<file path="src/rtl/cic_pkg.sv">
// cic_pkg: shared CIC defaults, clog2 and growth/width helpers for cic_interpolator and cic_decimator
package cic_pkg;
  localparam int CIC_R = 8;
  localparam int CIC_N = 3;
  localparam int CIC_M = 1;
  localparam int CIC_DIN_W = 16;
  function automatic int clog2(input int v);
    int r;
    r = 0;
    while ((1 << r) < v) r++;
    return r;
  endfunction
  function automatic int growth(input int r, input int n, input int m);
    return n * clog2(r * m) - clog2(r);
  endfunction
  function automatic int dout_w(input int din_w, input int r, input int n, input int m);
    return din_w + growth(r, n, m);
  endfunction
  localparam int CIC_G = growth(CIC_R, CIC_N, CIC_M);
  localparam int CIC_DOUT_W = dout_w(CIC_DIN_W, CIC_R, CIC_N, CIC_M);
endpackage

</file>
<file path="src/rtl/cic_integ_stage.sv">
// cic_integ_stage: W-wide wrapping accumulator (clk, rst sync clear, in_d addend, acc registered sum)
module cic_integ_stage #(
  parameter int W = 22
) (
  input  logic         clk,
  input  logic         rst,
  input  logic [W-1:0] in_d,
  output logic [W-1:0] acc
);
  always_ff @(posedge clk) acc <= rst ? '0 : acc + in_d;
endmodule

</file>
<file path="src/rtl/cic_interpolator.sv">
// cic_interpolator: R-fold CIC interpolator (cic_clk/cic_rst, cic_din+vld/rdy in at 1/R, cic_dout+vld every cycle, sticky cic_unf); CIC_INTERP_GAIN_NORM_EN selects unity-gain rounded output
module cic_interpolator import cic_pkg::*; #(
  parameter int R = CIC_R,
  parameter int N = CIC_N,
  parameter int M = CIC_M,
  parameter int DIN_W = CIC_DIN_W,
  parameter int DOUT_W = CIC_DOUT_W
) (
  input  logic              cic_clk,
  input  logic              cic_rst,
  input  logic [DIN_W-1:0]  cic_din,
  input  logic              cic_din_vld,
  output logic              cic_din_rdy,
  output logic [DOUT_W-1:0] cic_dout,
  output logic              cic_dout_vld,
  output logic              cic_unf
);
  localparam int G = growth(R, N, M);
  localparam int PW = clog2(R);
  if (DOUT_W != dout_w(DIN_W, R, N, M)) begin : g_bad_width
    $error("cic_interpolator: DOUT_W does not match DIN_W + growth");
  end
  logic [PW-1:0] phase;
  logic started;
  logic ph0, acc_in, tick;
  logic [N:0] vsr;
  logic [DOUT_W-1:0] up, out_v;
  logic signed [DOUT_W-1:0] c [N+1];
  logic signed [DOUT_W-1:0] dl [N][M];
  logic [DOUT_W-1:0] a [N+1];
  assign ph0 = phase == '0;
  assign cic_din_rdy = ph0;
  assign acc_in = ph0 & cic_din_vld;
  assign tick = ph0 & (cic_din_vld | started);
  assign c[0] = acc_in ? DOUT_W'(signed'(cic_din)) : '0;
  for (genvar k = 0; k < N; k++) begin : g_comb
    assign c[k+1] = c[k] - dl[k][M-1];
  end
  always_ff @(posedge cic_clk)
    if (cic_rst) dl <= '{default: '0};
    else if (tick)
      for (int k = 0; k < N; k++) begin
        dl[k][0] <= c[k];
        for (int j = 1; j < M; j++) dl[k][j] <= dl[k][j-1];
      end
  always_ff @(posedge cic_clk)
    if (cic_rst) begin
      phase <= '0;
      started <= 1'b0;
      cic_unf <= 1'b0;
      up <= '0;
      vsr <= '0;
      cic_dout <= '0;
    end else begin
      phase <= phase + 1'b1;
      started <= started | acc_in;
      cic_unf <= cic_unf | (ph0 & ~cic_din_vld & started);
      up <= tick ? c[N] : '0;
      vsr <= {vsr[N-1:0], started};
      cic_dout <= out_v;
    end
  assign cic_dout_vld = vsr[N];
  assign a[0] = up;
  for (genvar k = 0; k < N; k++) begin : g_integ
    cic_integ_stage #(.W(DOUT_W)) u_integ (
      .clk (cic_clk),
      .rst (cic_rst),
      .in_d(a[k]),
      .acc (a[k+1])
    );
  end
`ifdef CIC_INTERP_GAIN_NORM_EN
  localparam logic [DOUT_W-1:0] rnd = DOUT_W'((2 ** G) / 2);
  logic signed [DOUT_W-1:0] biased;
  assign biased = a[N] + rnd;
  assign out_v = biased >>> G;
`else
  assign out_v = a[N];
`endif
endmodule

</file>
<file path="config.mk">
export PLATFORM = sky130hd
export DESIGN_NAME = cic_interpolator
export DESIGN_NICKNAME = d
export VERILOG_FILES = /design/src/rtl/cic_pkg.sv /design/src/rtl/cic_integ_stage.sv /design/src/rtl/cic_interpolator.sv
export SDC_FILE = /design/constraint.sdc
export NUM_CORES = 1
export LEC_CHECK = 0
export ABC_AREA = 1
export BUFFER_PORTS_ARGS = -buffer_cell sky130_fd_sc_hd__clkbuf_2
export CORE_MARGIN = 3
export CORE_UTILIZATION = 44
export CTS_BUF_LIST = sky130_fd_sc_hd__clkbuf_16
export CTS_CLUSTER_SIZE = 24
export DETAILED_ROUTE_END_ITERATION = 12
export PLACE_DENSITY = 0.62
export RECOVER_POWER = 50
export SYNTH_ARGS = -nofsm -noshare
export SYNTH_HDL_FRONTEND = slang
export SYNTH_SLANG_ARGS = --single-unit
</file>
<file path="constraint.sdc">
create_clock -name cic_clk -period 9.7 [get_ports cic_clk]
set_clock_uncertainty 0.05 [all_clocks]
set_input_delay 0 -clock cic_clk [delete_from_list [all_inputs] [get_ports cic_clk]]
set_output_delay 0 -clock cic_clk [all_outputs]
set_load 0.05 [all_outputs]
</file>
* After elaboration in Yosys (flattened, before gate mapping)
Index checks and enable logic that the tools add are counted.
Word-level totals: word-level logic and storage cells 31, output and inout port bits 25, bits of input ports 19, register bits 185
Operators by class: reduce and logical (&&, ||, !) cells 2, bitwise logic cells 9, muxes and demuxes 1, add/sub/neg operators 7
Operators with widths (number):
- $add 22x22->22 | 3
- $sub 22x22->22 | 3
- $mux 22 | 1
- $and 1x1->1 | 4
- $add 3x1->3 const B | 1
- $logic_not 3->1 | 1
- $or 1x1->1 | 3
- $not 1->1 | 2
- $reduce_or 2->1 | 1

* Depth between registers and ports, before layout
Gate-level depths: netlist of run 1.
depth after elaboration 6, depth in mapped cells 40, mapped depth without buffers 39

* Hierarchy
A second synthesis of run 1 with hierarchy kept.
Second synthesis, totals: cell total of the unflattened synthesis 2031, area total of the unflattened synthesis 13105.1 um^2
By module, submodules not included:
- cic_interpolator | cells an instance 975, seq. area each 2262.2 um^2, times used 1, area an instance 6892.9 um^2
- cic_integ_stage | cells an instance 352, seq. area each 440.4 um^2, times used 3, area an instance 2070.7 um^2

* Worst setup path before layout of run 1
Ideal clock, no wire load.
path kind reg-to-reg, start point register phase[0], end point register up[21], period minus slack after synthesis 5614 ps, stages on the path, launching flop included 39, slack 4086 ps, library setup time 115 ps, arrival 5449 ps, path buffers 1, required time 9535 ps, path through dfxtp_1 inv_1 ha_1 inv_1 nor2_1 inv_1 nor2_1 inv_1 clkbuf_1 nor2_1 ha_1 a21oi_1 nand2_1 nand2_1 nand2_1 a21oi_1 o21ai_1 nand2_1 [3 not listed] ha_1 nand2_1 nor2_1 inv_1 nor3_1 nand3_1 nand3_1 xor2_1 ha_1 inv_1 nor3_1 nand2_1 nor2_1 nand2_1 o211ai_1 nand3_1 a21oi_1 nor2_1
RTL lines:
- from (decl) | line cic_interpolator.sv:23 | logic [PW-1:0] phase;
- from (signal assigned) | line cic_interpolator.sv:55 | phase <= phase + 1'b1;
- to (signal assigned) | line cic_interpolator.sv:58 | up <= tick ? c[N] : '0;
- to (decl) | line cic_interpolator.sv:27 | logic [DOUT_W-1:0] up, out_v;

* Worst setup path in the final report of run 1
start point input port cic_rst, end point register dl[40] (netlist bit)
RTL lines:
- from (decl) | line cic_interpolator.sv:10 | input logic cic_rst,
- to (signal, indexed assignment) | line cic_interpolator.sv:43 | dl[k][0] <= c[k];
- to (decl) | line cic_interpolator.sv:29 | logic signed [DOUT_W-1:0] dl [N][M];
No word-level cell between the ends.

==> metrics.yaml, run 1 <==
outcome:
  outcome: "finished with violations"
  violations: "max-capacitance violations, max-slew violations"
cells_and_area:
  nets: 1851
  final_cells: 2046
  drive_gt1_frac: 0.0460
  nFillCells: 2620
  final_core_util: 0.503
  diodes: 0
  syn_to_final_growth_pct: 10.7
synthesis:
  synth_ff_type: "dfxtp_1"
  ys_seq_elements: 179
  ys_seq_area_frac: 0.309
  synthTopCellsByArea: "dfxtp_1 31%, ha_1 13%, a21oi_1 10%, inv_1 8.5%, nand2_1 8.1%"
  yosysWarningCount: 0
  syn_avg_cell_area_um2: 7.04
  synthCells: 1648
  synth_fp_nets: 1796
  synth_edf_count: 0
  yosys.area.top_type: "dfxtp_1"
  synth.top_cell.area_share: 0.309
  mappedNetlistArea_mm2: 0.0116
  async_flop_share: 0
  synth.lib_cells_used.distinct: 48
die:
  ioPinCount: 44
  dieArea_mm2: 0.0284
  fp.coreArea_mm2: 0.0255
  die_h_um: 168
  die_x_um: 168
  rows: 58
  initial_utilization: 0.454
sta:
  fin_setup_tns_ns: 0
  rsz0062_at_grt: "false"
  hold_viol: 0
  fmax_mhz: 158
  slew-limit-headroom: -0.928
  min_period_ns: 6.34
  tightest_slew_ns: 2.89
  maxSlewViolCount: 118
  fin_crit_sh: 0.654
  setup_viol: 0
  holdWs_ns: 0.352
clock_network:
  cts_tree: "done"
  htreeDepth: 4
  root_buffer: "clkbuf_16"
  clk_latency_ns: 0.44
  cts.path.max_buffers: 2
  cts_resized: 0
  clk_pin_slew_ns: 0.07
  cts_num_sinks: 179
  hold_buffers: 19
  cts_inserted_buffers: 17
  post_cts_buffers: 0
power_and_ir_drop:
  power_density_mw_per_mm2: 336
  leakage_uw: 0.00621
  peakVddDrop_uv: 148
  total_power_uw: 4320
drt:
  vias: 10541
  drc: 0
  wire_per_inst_um: 13.6
  drtIter0Drc: 548
  final_antenna_net_count: 0
  vias_per_cell: 5.15
  drt-total-wl_um: 27900
  dr.pass1.iters: 7
global_routing:
  grt_pass1_wl_um: 47400
  grt_pass1_vias: 10235
  grt_antenna_before_repair: 0
  grt_util_all_layers: 0.201
  grt_max_degree: 74
  grt_overflow: 0
place:
  io_buffers: 43
  place.gp.congestion: 0.922
  dp_cells: 1995
  dp_hpwl_um: 21500
setup_path:
  worstSetupPathType: "input pin to register"
  critPathCaptureType: "register"
  slowest_delay_ns: 2.12
  crit_fanout: 62
  cp_data_arrival_time_ns: 6.62
  cp_cell_sequence: "dlygate4sd3_1, clkbuf_1, clkbuf_1, inv_1, clkbuf_1, o211ai_1, inv_1"
  cp_common_cell: "clkbuf_1"
  cp-start-kind: "input pin"
  crit_required_ns: 9.98
  slowest_stage: "clkbuf_1"
hold_path:
  min_path_type: "register to register"
flow_run:
  max_cap_viol_count: 2
==> metal layers <==
metal,wire length (µm),GRT usage,vias up
met4,644,0.0630,0
met5,0,0,-
li1,-,-,5591
met3,682,0.0291,43
met2,13800,0.370,139
met1,12700,0.239,4768
==> cell usage in the layout, fill, tap and decap left out, types with 3 or more instances in the layout <==
cell,synthesis,layout
o21bai_1,12,12
xor2_1,29,29
o211a_1,5,5
nor4_1,4,4
o21ai_0,120,122
inv_8,0,6
clkinvlp_4,0,4
clkbuf_16,0,17
o21ai_1,15,14
fa_1,6,6
a21o_1,17,17
nor3_1,13,13
xnor2_1,11,11
nand2_2,5,5
a21oi_2,6,6
nand2_1,249,249
o21a_1,30,30
a31oi_1,7,7
o21ai_2,6,4
inv_1,262,263
o211ai_1,10,10
or2_2,3,3
nand3_1,59,59
ha_1,123,123
nor2_1,169,169
clkbuf_2,1,17
dfxtp_1,179,179
a21oi_1,231,231
dlygate4sd3_1,0,19
clkbuf_1,22,28
nand4_1,19,19
a21boi_0,8,8
==> metrics by stage <==
stage                     instance area (µm²)  setup WS, ns
after detailed placement                12100          3.68
final                                   12800          3.36
after global placement                  12100          3.81
after CTS                               12900          3.63
after global routing                    12800          2.72
after floorplan                         11600          4.09
==> cell usage after synthesis, types with 7 or more instances <==
library cell  number
a21boi_0           8
a21o_1            17
a21oi_1          231
a31oi_1            7
clkbuf_1          22
dfxtp_1          179
ha_1             123
inv_1            262
nand2_1          249
nand3_1           59
nand4_1           19
nor2_1           169
nor3_1            13
o211ai_1          10
o21a_1            30
o21ai_0          120
o21ai_1           15
o21bai_1          12
xnor2_1           11
xor2_1            29
==> final timing paths <==
kind / startpoint / end / slack [ns] / cells past startpoint
hold reg to reg: vsr[1] / vsr[2] / 0.35 / 2
setup reg to reg: phase[0] / up[21] / 3.65 / 35
setup / recovery: cic_rst / dl[40] / 3.36 / 7
hold / removal: vsr[1] / vsr[2] / 0.35 / 2
==> cell type report <==
class                      count  area (µm²)  share of cell area
multi-input combinational   1173        6890               0.537
sequential                   179        3580               0.279
inverter                     266         998              0.0777
clock buffer                  17         425              0.0331
tap                          330         413              0.0321
timing repair buffer          66         395              0.0308
clock inverter                15         140              0.0109
==> critical path: cells and delay by family <==
family / cells / cell delay, ns
AOI/OAI and AO/OA: 1 / 0.44
buffers and inverters: 6 / 6.08
==> state kept, by name (all words and copies together), names as in the netlist <==
name and cells:
g_integ.u_integ.acc 66, vsr 4, cic_unf 1, cic_dout 22
phase 3, up 22, dl 60, started 1
==> report_power, final <==
part	internal [µW]	leakage, µW	total [µW]	switching (µW)
Sequential	930	0.00146	1040	110
Clock	340	0.000267	682	342
Combinational	921	0.00448	2600	1680
Total	2190	0.00621	4320	2130
==> cell families after synthesis <==
group / synth area share
AND/OR/NAND/NOR: 0.189
AO/OA/AOI/OAI: 0.230
buffers and inverters: 0.0974
flip-flops: 0.309
adder cells (fa/ha/maj): 0.143
XOR/XNOR: 0.0316
Power figures use the tool's default switching activity.
==> run 2: changes to the inputs <==
--- a/config.mk
+++ b/config.mk
@@ -12,7 +12,7 @@
 export CTS_BUF_LIST = sky130_fd_sc_hd__clkbuf_16
 export CTS_CLUSTER_SIZE = 24
 export DETAILED_ROUTE_END_ITERATION = 12
-export PLACE_DENSITY = 0.62
+export PLACE_DENSITY = 0.64
 export RECOVER_POWER = 50
 export SYNTH_ARGS = -nofsm -noshare
 export SYNTH_HDL_FRONTEND = slang
==> constraint.sdc (replaced) <==
create_clock -name cic_clk -period 5.6 [get_ports cic_clk]
set_clock_uncertainty 0.05 [all_clocks]
set_input_delay 0 -clock cic_clk [delete_from_list [all_inputs] [get_ports cic_clk]]
set_output_delay 0 -clock cic_clk [all_outputs]
set_load 0.05 [all_outputs]
==> run 2 against run 1 <==
Compared with the run above: the flow still finishes with violations (max-capacitance violations, max-slew violations); power up 84%; sequential power up 74%; worst hold slack better by 0.0066 ns; routed wire length up 1.1%; utilization up 2.2 points; setup slack worse by 2.9 ns; via count up 1.0%; die area unchanged; combinational power up 90%; global-route usage down 0.24 points; register-to-register slack worse by 3.2 ns; final area up 4.4%; critical path type is now register to register.
==> metrics.yaml, run 2 (same netlist as run 1, synthesis figures left out) <==
clock_network:
  clk_pin_slew_ns: 0.07  # about the same
  cts_inserted_buffers: 17  # unchanged
  htreeDepth: 4  # unchanged
  root_buffer: "clkbuf_16"  # unchanged
  clk_latency_ns: 0.45  # was 0.44 ns
  cts.path.max_buffers: 2  # unchanged
  cts_tree: "done"  # unchanged
  cts_num_sinks: 179  # unchanged
outcome:
  violations: "max-capacitance violations, max-slew violations"  # unchanged
  outcome: "finished with violations"  # unchanged
drt:
  drt-total-wl_um: 28200  # was 27900 µm
  final_antenna_net_count: 0  # unchanged
  drtIter0Drc: 596  # was 548
  vias: 10647  # was 10541
  vias_per_cell: 5.15  # about the same
  dr.pass1.iters: 6  # was 7
  drc: 0  # unchanged
  wire_per_inst_um: 13.6  # about the same
place:
  dp_hpwl_um: 21400  # was 21500 µm
  place.gp.congestion: 0.926  # was 0.922
  io_buffers: 43  # unchanged
  dp_cells: 2001  # was 1995
power_and_ir_drop:
  peakVddDrop_uv: 308  # was 148 µV
  switching_share: 0.490  # was 0.493
  leakage_uw: 0.00638  # was 0.00621 µW
  total_power_uw: 7930  # was 4320 µW
  seqPwrFrac: 0.228  # was 0.241
  power.switching_uw: 3880  # was 2130 µW
  pwr-share-comb: 0.624  # was 0.601
  p_int_uw: 4050  # was 2190 µW
  clockPowerShare: 0.149  # was 0.158
  power_density_mw_per_mm2: 591  # was 336 mW/mm²
die:
  dieArea_mm2: 0.0284  # unchanged
  die_h_um: 168  # unchanged
  fp.coreArea_mm2: 0.0255  # unchanged
  initial_utilization: 0.454  # unchanged
  rows: 58  # unchanged
  ioPinCount: 44  # unchanged
  die_x_um: 168  # unchanged
global_routing:
  grt_pass1_wl_um: 47200  # was 47400 µm
  grt_antenna_before_repair: 0  # unchanged
  grt_pass1_vias: 10117  # was 10235
  grt_overflow: 0  # unchanged
  grt_max_degree: 74  # unchanged
  grt_util_all_layers: 0.198  # was 0.201
setup_path:
  crit_required_ns: 5.88  # was 9.98 ns
  crit_fanout: 8  # was 62
  slowest_delay_ns: 0.43  # was 2.12 ns
  slowest_stage: "ha_1"  # was clkbuf_1
  cp_data_arrival_time_ns: 5.47  # was 6.62 ns
  worstSetupPathType: "register to register"  # was input pin to register
  critPathCaptureType: "register"  # unchanged
  cp-start-kind: "register"  # was input pin
sta:
  fin_crit_sh: 0.926
  hold_viol: 0  # unchanged
  slew-limit-headroom: -0.416  # was -0.928
  fmax_mhz: 193
  tightest_slew_ns: 2.12  # was 2.89 ns
  maxSlewViolCount: 45  # was 118
  min_period_ns: 5.19
  setup_viol: 0  # unchanged
cells_and_area:
  reg_top3: "g_integ.u_integ.acc (66), dl (60)"  # unchanged
  top_register: "g_integ.u_integ.acc"  # unchanged
  drive_gt1_frac: 0.0967  # was 0.0460
  diodes: 0  # unchanged
  final_cells: 2068  # was 2046
  largest_reg_flops: 66  # unchanged
  nFillCells: 2516  # was 2620
  syn_to_final_growth_pct: 15.6  # was 10.7%
  multi_input_area_mm2: 0.00726  # was 0.00689 mm²
  mostFrequentLayoutCell: "inv_1"  # unchanged
  seqCellArea_mm2: 0.00358  # unchanged
  nets: 1874  # was 1851
  mostFrequentLayoutCells: "262 x inv_1, 240 x nand2_1, 217 x a21oi_1, 179 x dfxtp_1, 159 x nor2_1"  # was 263 x inv_1, 249 x nand2_1, 231 x a21oi_1, 179 x dfxtp_1, 169 x nor2_1
flow_run:
  max_cap_viol_count: 1  # was 2
hold_path:
  min_path_type: "register to register"  # unchanged
## run 2: cell count changes in the layout (fill, tap and decap cells not counted), moves of 9 or more
| cell | change |
|---|---|
| a21oi_1 | -14 |
| a21oi_2 | +13 |
| buf_4 | +21 |
| ha_1 | -15 |
| ha_4 | +9 |
| nand2_1 | -9 |
| nand2_2 | +9 |
| nor2_1 | -10 |
## run 2: layout make-up
| class | count | share of cell area |
|---|---|---|
| Inverter | 266 | 0.0745 |
| Timing Repair Buffer | 89 | 0.0439 |
| Multi-Input combinational cell | 1173 | 0.542 |
| Clock inverter | 14 | 0.0104 |
| Clock buffer | 17 | 0.0317 |
| Sequential cell | 179 | 0.267 |
| Tap cell | 330 | 0.0308 |
## run 2: layer usage
layer,wire [µm],global-route usage,up-vias
met5,0,0,-
met4,610,0.0583,0
met3,747,0.0289,41
met2,13700,0.355,171
met1,13100,0.246,4807
li1,-,-,5628
## run 2: per-stage QoR
step | setup slack, ns | TNS [ns] | util | instance area, µm² | hold WS, ns
2_1_floorplan | 0.275 | 0 | - | 11600 | 0.121
3_3_place_gp | -0.135 | -0.269 | 0.477 | 12200 | 0.232
3_5_place_dp | -0.137 | -0.238 | 0.477 | 12200 | 0.242
4_1_cts | 0.0181 | 0 | 0.509 | 13000 | 0.359
5_1_grt | -0.127 | -0.169 | 0.525 | 13400 | 0.378
6_report | 0.412 | 0 | 0.525 | 13400 | 0.359
## run 2: critical path, delay by kind of cell, from the launching register on
kind            cells  cell delay, ns
fa+ha+maj           4            1.20
buf+inv             5            0.48
flops               1            0.35
simple gates       13            1.24
xor+xnor            2            0.44
compound gates      8            1.31
## run 2: what timing repair did
item / in CTS / in global routing
pin swaps: 0 / 29
setup endpoints to repair: 2 / 9
resized for setup: 5 / 76
buffers inserted: 0 / 14
hold buffers: 22 / 0
cloned: 0 / 0
hold endpoints to repair: 42 / 0
## run 2: worst paths after layout
kind / from / endpoint / slack, ns / cells after the start
setup reg to reg: phase[0] / up[21] / 0.41 / 32
setup / recovery: phase[0] / up[21] / 0.41 / 32
hold / removal: vsr[1] / vsr[2] / 0.36 / 2
hold reg to reg: vsr[1] / vsr[2] / 0.36 / 2
## run 2: power groups by stage
stage,clock [µW],combinational (µW),sequential [µW]
2_1_floorplan,0,3430,1860
3_3_place_gp,0,4500,1830
3_5_place_dp,0,4510,1840
4_1_cts,1210,4580,1810
5_1_grt,1260,5570,1840
6_report,1180,4940,1810
